[src/rtl/fir_pkg.sv]
// Shared FIR sample definitions.
// Used by the FIR core and its downstream output stages.
package fir_pkg;

    localparam int SAMPLE_W = 16;

    typedef logic signed [SAMPLE_W-1:0] sample_t;

endpackage

[src/rtl/fir_out_decim_fifo_sample_fifo.sv]
// First-word-fall-through sample FIFO with push/pop arbitration.
// A push while full is accepted only when a pop frees a slot in the same cycle.
module sample_fifo
    import fir_pkg::*;
#(
    parameter int DEPTH = 16
) (
    input  logic                     clk,
    input  logic                     rst,
    input  logic                     push,
    input  sample_t                  wr_data,
    input  logic                     pop_req,
    output sample_t                  rd_data,
    output logic                     empty,
    output logic                     full,
    output logic                     accepted,
    output logic [$clog2(DEPTH):0]   level
);

    localparam int AW = $clog2(DEPTH);

    sample_t         mem [DEPTH];
    logic [AW-1:0]   wr_ptr;
    logic [AW-1:0]   rd_ptr;
    logic            pop;

    assign empty    = (level == '0);
    assign full     = (level == (AW+1)'(DEPTH));
    assign pop      = pop_req & ~empty;
    assign accepted = push & (~full | pop);
    assign rd_data  = mem[rd_ptr];

    // Storage is deliberately left out of reset.
    always_ff @(posedge clk) begin
        if (accepted) begin
            mem[wr_ptr] <= wr_data;
        end
    end

    always_ff @(posedge clk or posedge rst) begin
        if (rst) begin
            wr_ptr <= '0;
            rd_ptr <= '0;
            level  <= '0;
        end else begin
            if (accepted) begin
                wr_ptr <= wr_ptr + 1'b1;
            end
            if (pop) begin
                rd_ptr <= rd_ptr + 1'b1;
            end
            unique case ({accepted, pop})
                2'b10:   level <= level + 1'b1;
                2'b01:   level <= level - 1'b1;
                default: level <= level;
            endcase
        end
    end

endmodule

[src/rtl/fir_out_decim_fifo.sv]
// FIR output decimator feeding a ready/valid FWFT FIFO; drops on full.
// Define FIR_OUT_DECIM_FIFO_DROP_CNT_EN to add the drop_count output.
module fir_out_decim_fifo
    import fir_pkg::*;
#(
    parameter int DECIM = 4,
    parameter int DEPTH = 16
) (
    input  logic                   clk,
    input  logic                   rst,
    input  logic                   in_valid,
    input  sample_t                in_sample,
    input  logic                   out_ready,
    output logic                   out_valid,
    output sample_t                out_sample,
    output logic [$clog2(DEPTH):0] level,
    output logic                   overflow,
    input  logic                   clr_ovf
`ifdef FIR_OUT_DECIM_FIFO_DROP_CNT_EN
    ,
    output logic [15:0]            drop_count
`endif
);

    localparam int PW = (DECIM > 1) ? $clog2(DECIM) : 1;

    logic [PW-1:0] phase;
    logic          keep;
    logic          accepted;
    logic          drop;
    logic          empty;
    logic          full;
    sample_t       rd_data;

    assign keep = in_valid & (phase == '0);
    assign drop = keep & ~accepted;

    always_ff @(posedge clk or posedge rst) begin
        if (rst) begin
            phase <= '0;
        end else if (in_valid) begin
            if (phase == PW'(DECIM - 1)) begin
                phase <= '0;
            end else begin
                phase <= phase + 1'b1;
            end
        end
    end

    sample_fifo #(
        .DEPTH (DEPTH)
    ) u_fifo (
        .clk      (clk),
        .rst      (rst),
        .push     (keep),
        .wr_data  (in_sample),
        .pop_req  (out_ready),
        .rd_data  (rd_data),
        .empty    (empty),
        .full     (full),
        .accepted (accepted),
        .level    (level)
    );

    assign out_valid  = ~empty;
    assign out_sample = empty ? '0 : rd_data;

    // A drop in the same cycle as a clear keeps the flag set.
    always_ff @(posedge clk or posedge rst) begin
        if (rst) begin
            overflow <= 1'b0;
        end else if (drop) begin
            overflow <= 1'b1;
        end else if (clr_ovf) begin
            overflow <= 1'b0;
        end
    end

`ifdef FIR_OUT_DECIM_FIFO_DROP_CNT_EN
    always_ff @(posedge clk or posedge rst) begin
        if (rst) begin
            drop_count <= '0;
        end else if (drop) begin
            if (clr_ovf) begin
                drop_count <= 16'd1;
            end else if (drop_count != 16'hFFFF) begin
                drop_count <= drop_count + 16'd1;
            end
        end else if (clr_ovf) begin
            drop_count <= '0;
        end
    end
`endif

endmodule

[config.mk]
export PLATFORM = sky130hd
export DESIGN_NAME = fir_out_decim_fifo
export DESIGN_NICKNAME = d
export VERILOG_FILES = /design/src/rtl/fir_pkg.sv /design/src/rtl/fir_out_decim_fifo_sample_fifo.sv /design/src/rtl/fir_out_decim_fifo.sv
export SDC_FILE = /design/constraint.sdc
export NUM_CORES = 1
export LEC_CHECK = 0
export ABC_AREA = 1
export CELL_PAD_IN_SITES_DETAIL_PLACEMENT = 1
export CELL_PAD_IN_SITES_GLOBAL_PLACEMENT = 2
export CORE_ASPECT_RATIO = 1.4
export CORE_MARGIN = 3
export CORE_UTILIZATION = 44
export CTS_BUF_LIST = sky130_fd_sc_hd__clkbuf_16
export DETAILED_ROUTE_END_ITERATION = 12
export DONT_BUFFER_PORTS = 1
export GPL_TIMING_DRIVEN = 0
export PLACE_DENSITY_LB_ADDON = 0.1
export SLEW_MARGIN = 20
export SYNTH_ARGS = -nofsm -noshare
export SYNTH_HDL_FRONTEND = slang
export SYNTH_HIERARCHICAL = 1
export SYNTH_SLANG_ARGS = --single-unit
[constraint.sdc]
create_clock -name clk -period 2.64 [get_ports clk]
set_input_delay 0.396 -clock clk [delete_from_list [all_inputs] [get_ports clk]]
set_output_delay 0.396 -clock clk [all_outputs]
set_load 0.05 [all_outputs]
==> Word-level counts from Yosys, hierarchy flattened <==
Memories as Yosys holds them, arrays and structs flattened.
Cells that the tools add are included.
{ "totals": {"mem_count": 1, "inputBits": 21, "ramBits": 256, "elab_cells": 34, "ff_bits": 16, "output_inout_bits": 23} }
{ "classes": {"n_eq_ne": 4, "bitwise": 8, "n_mux": 7, "add_sub_neg": 5, "reduce_logical": 4} }
{ "mem_list": {"columns": ["name", "words", "width", "rd", "rd_ports_with_merged_regs", "write_ports", "line", "source"], "rows": [
  ["u_fifo.mem", 16, 16, 1, 0, 1, "fir_out_decim_fifo_sample_fifo.sv:22", "sample_t mem [DEPTH];"]
]} }
{ "op_table": {"columns": ["cell", "n"], "rows": [
  ["$mux 16", 1],
  ["$pmux 5 s2", 1],
  ["$add 4x1->4 const B", 2],
  ["$add 5x1->5 const B", 1],
  ["$eq 5x5->1 const B", 1],
  ["$logic_not 5->1", 1],
  ["$sub 5x1->5 const B", 1],
  ["$and 1x1->1", 4],
  ["$eq 2x2->1 const B", 2],
  ["$mux 1", 4],
  ["$reduce_bool 2->1", 2],
  ["$not 1->1", 3],
  ["$add 2x1->2 const B", 1],
  ["$eq 2x1->1 const B", 1],
  ["$logic_not 2->1", 1],
  ["$mux 2", 1],
  ["$or 1x1->1", 1]
]} }

==> Logic depth before layout (Yosys ltp) <==
Gate-level depths: netlist of the first run.
{ "depth": {"depth_word": 8, "ltp_mapped": 15, "ltp_nobuf": 15} }

==> Hierarchy <==
Netlist of the first run, hierarchy kept.
{ "modules_own_cells": {"columns": ["module", "cells_each", "area_per_inst_um2", "instances", "seq_area_each_um2"], "rows": [
  ["sample_fifo", 915, 11183.2, 1, 8012.7],
  ["fir_out_decim_fifo", 57, 316.6, 1, 75.1]
]} }

==> Worst setup path before layout of the first run <==
No wires, ideal clock.
{ "synth_timing": {"kind": "register to register", "startpoint": "reg u_fifo.level[0]", "endpoint": "mem u_fifo/mem[11][0] (netlist name) (enable)", "setup_ns": 0.388, "path_slack_ns": 0.275, "arrival_ns": 1.976, "t_required_ns": 2.252, "path_buffers": 0, "period_less_slack_ns": 2.365, "stages_incl_launch_ff": 7, "cell_sequence": "dfrtp_1 > nor2_1 > nand3_1 > o21ai_1 > inv_2 > nand3_1 > nor2_1"} }
{ "synth_via": {"elab_chain_cells": 7, "elab_cells_between_ends": 9, "classes_between": "eq/ne (1); mux (2); bitwise (5); reduce/logical (1)"} }
{ "synth_lines": {"columns": ["item", "line", "source"], "rows": [
  ["start, declared", "fir_out_decim_fifo_sample_fifo.sv:17", "output logic [$clog2(DEPTH):0] level"],
  ["start signal, assigned", "fir_out_decim_fifo_sample_fifo.sv:53", "2'b10: level <= level + 1'b1;"],
  ["start signal, assigned", "fir_out_decim_fifo_sample_fifo.sv:54", "2'b01: level <= level - 1'b1;"],
  ["start signal, assigned", "fir_out_decim_fifo_sample_fifo.sv:55", "default: level <= level;"],
  ["$logic_not 5->1", "fir_out_decim_fifo_sample_fifo.sv:27", "assign empty = (level == '0);"],
  ["$not 1->1", "fir_out_decim_fifo_sample_fifo.sv:29", "assign pop = pop_req & ~empty;"],
  ["$and 1x1->1", "fir_out_decim_fifo_sample_fifo.sv:29", null],
  ["$or 1x1->1 (*)", "fir_out_decim_fifo_sample_fifo.sv:30", "assign accepted = push & (~full | pop);"],
  ["$and 1x1->1 (*)", "fir_out_decim_fifo_sample_fifo.sv:30", null],
  ["net accepted", "fir_out_decim_fifo.sv:29", "logic accepted;"],
  ["$mux 1 (*)", "fir_out_decim_fifo_sample_fifo.sv:35", "if (accepted) begin"],
  ["$mux 1 (implied by the code) (*)", "fir_out_decim_fifo_sample_fifo.sv:36", "mem[wr_ptr] <= wr_data;"],
  ["end, declared", "fir_out_decim_fifo_sample_fifo.sv:22", null]
]} }
The timed path passes the listed nets; every way through them passes the cells marked *.

==> Final worst setup path of the first run <==
{ "layout_timing": {"startpoint": "reg u_fifo.rd_ptr[0]", "endpoint": "out out_sample[5]"} }
{ "layout_via": {"elab_chain_cells": 2} }
{ "layout_lines": {"columns": ["item", "line", "source"], "rows": [
  ["start, declared", "fir_out_decim_fifo_sample_fifo.sv:24", "logic [AW-1:0] rd_ptr;"],
  ["start signal, assigned", "fir_out_decim_fifo_sample_fifo.sv:50", "rd_ptr <= rd_ptr + 1'b1;"],
  ["$mem_v2 16x16", null, null],
  ["net rd_data[5]", "fir_out_decim_fifo.sv:33", "sample_t rd_data;"],
  ["$mux 16", "fir_out_decim_fifo.sv:66", "assign out_sample = empty ? '0 : rd_data;"],
  ["end, declared", "fir_out_decim_fifo.sv:15", "output sample_t out_sample,"]
]} }
The timed path passes the listed nets, and every way through them passes these cells.

==> results of run 1 <==
[final timing paths]
path / start / end / slack, ns / cells after the start
worst min-delay path: out_ready / u_fifo/rd_ptr[0] / 0.07 / 2
worst max register to register: phase[0] / u_fifo/mem[1][14] / 0.16 / 9
max in group asynchronous: rst / u_fifo/level[0] / 1.77 / 2
min in group asynchronous: rst / phase[0] / 0.20 / 2
worst min register to register: phase[0] / phase[0] / 0.54 / 2
worst max-delay path: u_fifo/rd_ptr[0] / out_sample[5] / -0.06 / 10
[flip-flops by register name, summed over array words and instances, names as in the netlist]
signal and cells:
overflow 1, phase 2, u_fifo/level 5, u_fifo/mem 256
u_fifo/rd_ptr 4, u_fifo/wr_ptr 4
[per-stage QoR]
step                TNS, ns  total power [mW]
global route          -1.61              17.7
detailed placement    -7.52              11.8
CTS                  -0.672              16.5
finish               -0.423              17.0
global placement    -210.61              11.6
floorplan                 0              9.51
[final cells by class]
| class | instances | area [um2] |
|---|---|---|
| Fill cell | 2595 | 11600 |
| Sequential cell | 272 | 8100 |
| Multi-Input combinational cell | 476 | 2990 |
| Clock buffer | 27 | 676 |
| Inverter | 169 | 644 |
| Buffer | 53 | 579 |
| Timing Repair Buffer | 33 | 429 |
| Tap cell | 319 | 399 |
| Clock inverter | 20 | 108 |
| Antenna cell | 2 | 5.00 |
[timing repair]
action,in CTS,in global routing
gates resized for setup,171,74
hold buffers,19,0
setup endpoints to repair,98,19
pin swaps,33,62
cloned,1,4
buffers inserted,2,3
hold endpoints to repair,275,0
[per-layer routing]
layer  GRT usage, %  vias to the layer above
met1           33.1                     4063
met4           8.10                        4
met2           48.4                      218
li1               -                     3495
met5              0                        -
met3           3.49                       58
[power groups by stage]
stage               combinational, mW  sequential (mW)  clock [mW]
floorplan                        4.11             5.40           0
global placement                 6.14             5.45           0
detailed placement               6.31             5.46           0
CTS                              7.51             5.38        3.58
global route                     8.52             5.43        3.75
finish                           8.07             5.39        3.52
[worst reg2reg max path, cell delays in order (launching register included)]
cell	delay, ns
dfrtp_1	0.41
inv_1	0.07
ha_1	0.16
nand2_1	0.08
inv_1	0.09
o21ai_1	0.14
inv_2	0.16
nand2_1	0.23
nor2_2	0.59
buf_8	0.25
[layout by cell type, fill, tap and decap left out, types with 16 or more instances in the layout]
master           n
o211ai_1        64
nand3_2         26
a21oi_1         61
dlygate4sd3_1   19
edfxtp_1       256
o21ai_0         52
nor2_4          29
o21ai_1         16
nand3_1         81
inv_1          158
nand2_1         77
clkbuf_16       32
nand2_2         26
==> flow_summary.ini, run 1 <==
[floorplan]
rows = 69
die_w_um = 143
start_util_pct = 45.0
fp.coreArea_um2 = 25600
io_pins = 44
die_h_um = 197
die_area_um2 = 28100

[min_path]
hp-class = primary input to flip-flop

[route]
vias_per_cell = 5.72
drtAntennaViolNets = 0
wl_met3_um = 1980
routedWlPerCell_um = 27.7
first_iter_violations = 642
vias = 7838
first_pass_iters = 5
dr_wl_met2_um = 20100
drc = 0
wl_met1_um = 14700
routed_wl_um = 38000
top_layer_used = met5

[clocking]
clock-sinks = 272
cts_made_buffers = 27
cts_tree = yes
root_buffer = clkbuf_16
clkLatencyLatePin_ns = 0.54
htree_levels = 1
cts.path.max_buffers = 3
path_clk_slew_ns = 0.06

[timing]
maxSlewHeadroom_pct = 45.1
fin_worst_skew_ns = 0.0107
layout_setup_ws_ns = -0.0624
slew_viol_final = 0
setup_viol = 14
hold_viol_final = 0
worstMarginPinSlew_ns = 0.821
hold_slack_ns = 0.0709
finalCritPeriodShare_pct = 102
rsz0062_at_grt = yes
fmax_mhz = 370
fin_crit_ns = 2.70

[placement]
dp.cells = 1294
globalplace.congestion = 0.822
placed_area_um2 = 12100
hpwlAfterDp_um = 24400
post-place-ws_ns = -0.502
io_buffers = 0

[job]
maxCapViolCount = 0

[critical_path]
worstSetupPathType = flip-flop to output port
max_stage_delay_ns = 0.44
path_max_fanout = 10
worstPathArrival_ns = 2.31
path_buf_inv = 4
path_cells = buf_6 -> buf_12 -> buf_12 -> nand2_2 -> o211ai_1 -> nand3_1 -> nand3_2 -> nand2_4 -> inv_2 -> nor2_4
crit_family = simple AND/OR/NAND/NOR gates
cp-end-kind = output port
slowest_stage = dfrtp_2
crit_top_cell = buf_12
required_ns = 2.24
startpoint_type = flip-flop

[yosys]
avgSynthCellArea_um2 = 11.8
synth_area_um2 = 11500
syn_nets = 1003
yosys_warnings = 6
synth_cells = 971

[global_route]
grt_max_degree = 17
grt_first_pass_wirelength_um = 53700
grt_usage_pct = 26.7
gr-total-overflow = 0
antenna_found_initial = 4
first_global_vias = 8129

[outcome]
violations = negative setup slack
status = finished with violations

[power_and_ir_drop]
seqPwrFrac_pct = 31.8
power_leakage_nw = 5.29
swShare_pct = 44.5
pwr-share-comb_pct = 47.5
p_switching_mw = 7.56
ir_drop_mv = 0.609
p_per_area_nw_per_um2 = 1220
p_int_mw = 9.43
p_clk_share_pct = 20.7

[finish]
finalCoreUtilization_pct = 54.5
drive_gt1_share_pct = 21.1
stdcell_count = 1371
layout.nets = 1064
stdcell_area_um2 = 13900
syn_to_final_growth_pct = 21.1
Power figures use the tool's default switching activity.
==> run 2, diff against run 1 <==
--- a/config.mk
+++ b/config.mk
@@ -16,7 +16,6 @@
 export DONT_BUFFER_PORTS = 1
 export GPL_TIMING_DRIVEN = 0
 export PLACE_DENSITY_LB_ADDON = 0.1
-export SLEW_MARGIN = 20
 export SYNTH_ARGS = -nofsm -noshare
 export SYNTH_HDL_FRONTEND = slang
 export SYNTH_HIERARCHICAL = 1
==> flow_summary.ini, run 2 (synthesis results as in run 1) <==
[outcome]
status = finished with violations
violations = negative setup slack

[placement]
post-place-ws_ns = -0.505
globalplace.congestion = 0.822
placed_area_um2 = 12200
hpwlAfterDp_um = 25600
io_buffers = 0
dp.cells = 1306

[min_path]
hp-class = primary input to flip-flop

[floorplan]
rows = 69
die_w_um = 143
io_pins = 44
fp.coreArea_um2 = 25600
die_area_um2 = 28100
die_h_um = 197
start_util_pct = 45.0

[finish]
finalCoreUtilization_pct = 55.3
syn_to_final_growth_pct = 23.0
regMostFlops = u_fifo/mem
drive_gt1_share_pct = 22.7
reg_top3 = u_fifo/mem (256), u_fifo/level (5)
stdcell_area_um2 = 14100
largest_reg_flops = 256
stdcell_count = 1384
final_common_cell = edfxtp_1
mostFrequentLayoutCells = 256 x edfxtp_1, 154 x inv_1, 79 x nand3_1, 79 x nand2_1, 64 x o211ai_1
layout.nets = 1077

[global_route]
antenna_found_initial = 3
grt_first_pass_wirelength_um = 54100
gr-total-overflow = 0
first_global_vias = 8289
grt_usage_pct = 26.8
grt_max_degree = 17

[route]
drc = 0
drtAntennaViolNets = 0
routedWlPerCell_um = 27.5
vias = 7945
first_pass_iters = 5
first_iter_violations = 597
vias_per_cell = 5.74
routed_wl_um = 38000

[clocking]
cts.path.max_buffers = 3
clkLatencyLatePin_ns = 0.54
cts_tree = yes
path_clk_slew_ns = 0.06
root_buffer = clkbuf_16
htree_levels = 1
cts_made_buffers = 27
clock-sinks = 272

[power_and_ir_drop]
power_mw = 17.3
ir_drop_mv = 0.933
power_leakage_nw = 5.41
p_per_area_nw_per_um2 = 1220

[timing]
finalCritPeriodShare_pct = 104
maxSlewHeadroom_pct = 46.1
setup_tns_ns = -0.740
slew_viol_final = 0
fin_crit_ns = 2.74
setup_viol = 14
layout_setup_ws_ns = -0.0982
rsz0062_at_grt = yes
hold_viol_final = 0
worstMarginPinSlew_ns = 0.806
fin_worst_skew_ns = 0.00890
hold_slack_ns = 0.129
fmax_mhz = 365

[critical_path]
crit_family = simple AND/OR/NAND/NOR gates
startpoint_type = flip-flop
path_buf_inv = 4
required_ns = 2.24
slowest_stage = dfrtp_2
worstPathArrival_ns = 2.34
max_stage_delay_ns = 0.45
path_max_fanout = 10
cp-end-kind = output port
worstSetupPathType = flip-flop to output port
path_cells = buf_8 -> clkbuf_16 -> buf_12 -> nand2_2 -> o211ai_1 -> nand3_1 -> nand3_2 -> nand2_4 -> inv_2 -> nor2_4

[job]
maxCapViolCount = 0
## run 2: where the power goes
part	internal (mW)	switching [mW]
clock	2.23	1.62
combinational	2.43	5.59
sequential	5.04	0.364
## run 2: layer usage
metal,global-route usage (%),vias up,share of wire (%)
met5,0,-,0.071
met4,7.89,4,3.2
met3,3.61,61,5.4
met2,49.2,253,53
met1,32.8,4095,38
li1,-,3532,-
## run 2: timing repair
item,in CTS,in global routing
cloned,1,2
gates resized for setup,167,81
setup endpoints to repair,79,27
endpoints found under the hold margin,275,0
pin swaps,24,61
setup buffers,2,6
hold buffers,19,0
## run 2: final timing paths
kind                                  start                 to  slack (ns)  depth (start not counted)
min reg2reg                        phase[0]           phase[0]        0.54                          2
max in group asynchronous               rst    u_fifo/level[0]        1.75                          2
min in group asynchronous               rst           overflow        0.19                          2
min                               out_ready   u_fifo/rd_ptr[0]        0.13                          2
max                        u_fifo/rd_ptr[0]      out_sample[5]        -0.1                         10
max reg2reg                        phase[0]  u_fifo/mem[14][0]        0.18                          9
## run 2: area by class of cell
| type | instances | area, um2 |
|---|---|---|
| antenna | 1 | 2.50 |
| tap | 319 | 399 |
| sequential | 272 | 8100 |
| timing repair buffer | 46 | 632 |
| clock buffer | 27 | 676 |
| inverter | 169 | 644 |
| multi-input combinational | 476 | 2940 |
| clock inverter | 21 | 190 |
| buffer | 53 | 562 |
| fill | 2602 | 11400 |
==> run 3, diff against run 2 <==
--- a/config.mk
+++ b/config.mk
@@ -6,6 +6,7 @@
 export NUM_CORES = 1
 export LEC_CHECK = 0
 export ABC_AREA = 1
+export ABC_CLOCK_PERIOD_IN_PS = 2640
 export CELL_PAD_IN_SITES_DETAIL_PLACEMENT = 1
 export CELL_PAD_IN_SITES_GLOBAL_PLACEMENT = 2
 export CORE_ASPECT_RATIO = 1.4
==> results of run 3 <==
The final DEF is identical to that of run 2; final timing and power are the same.
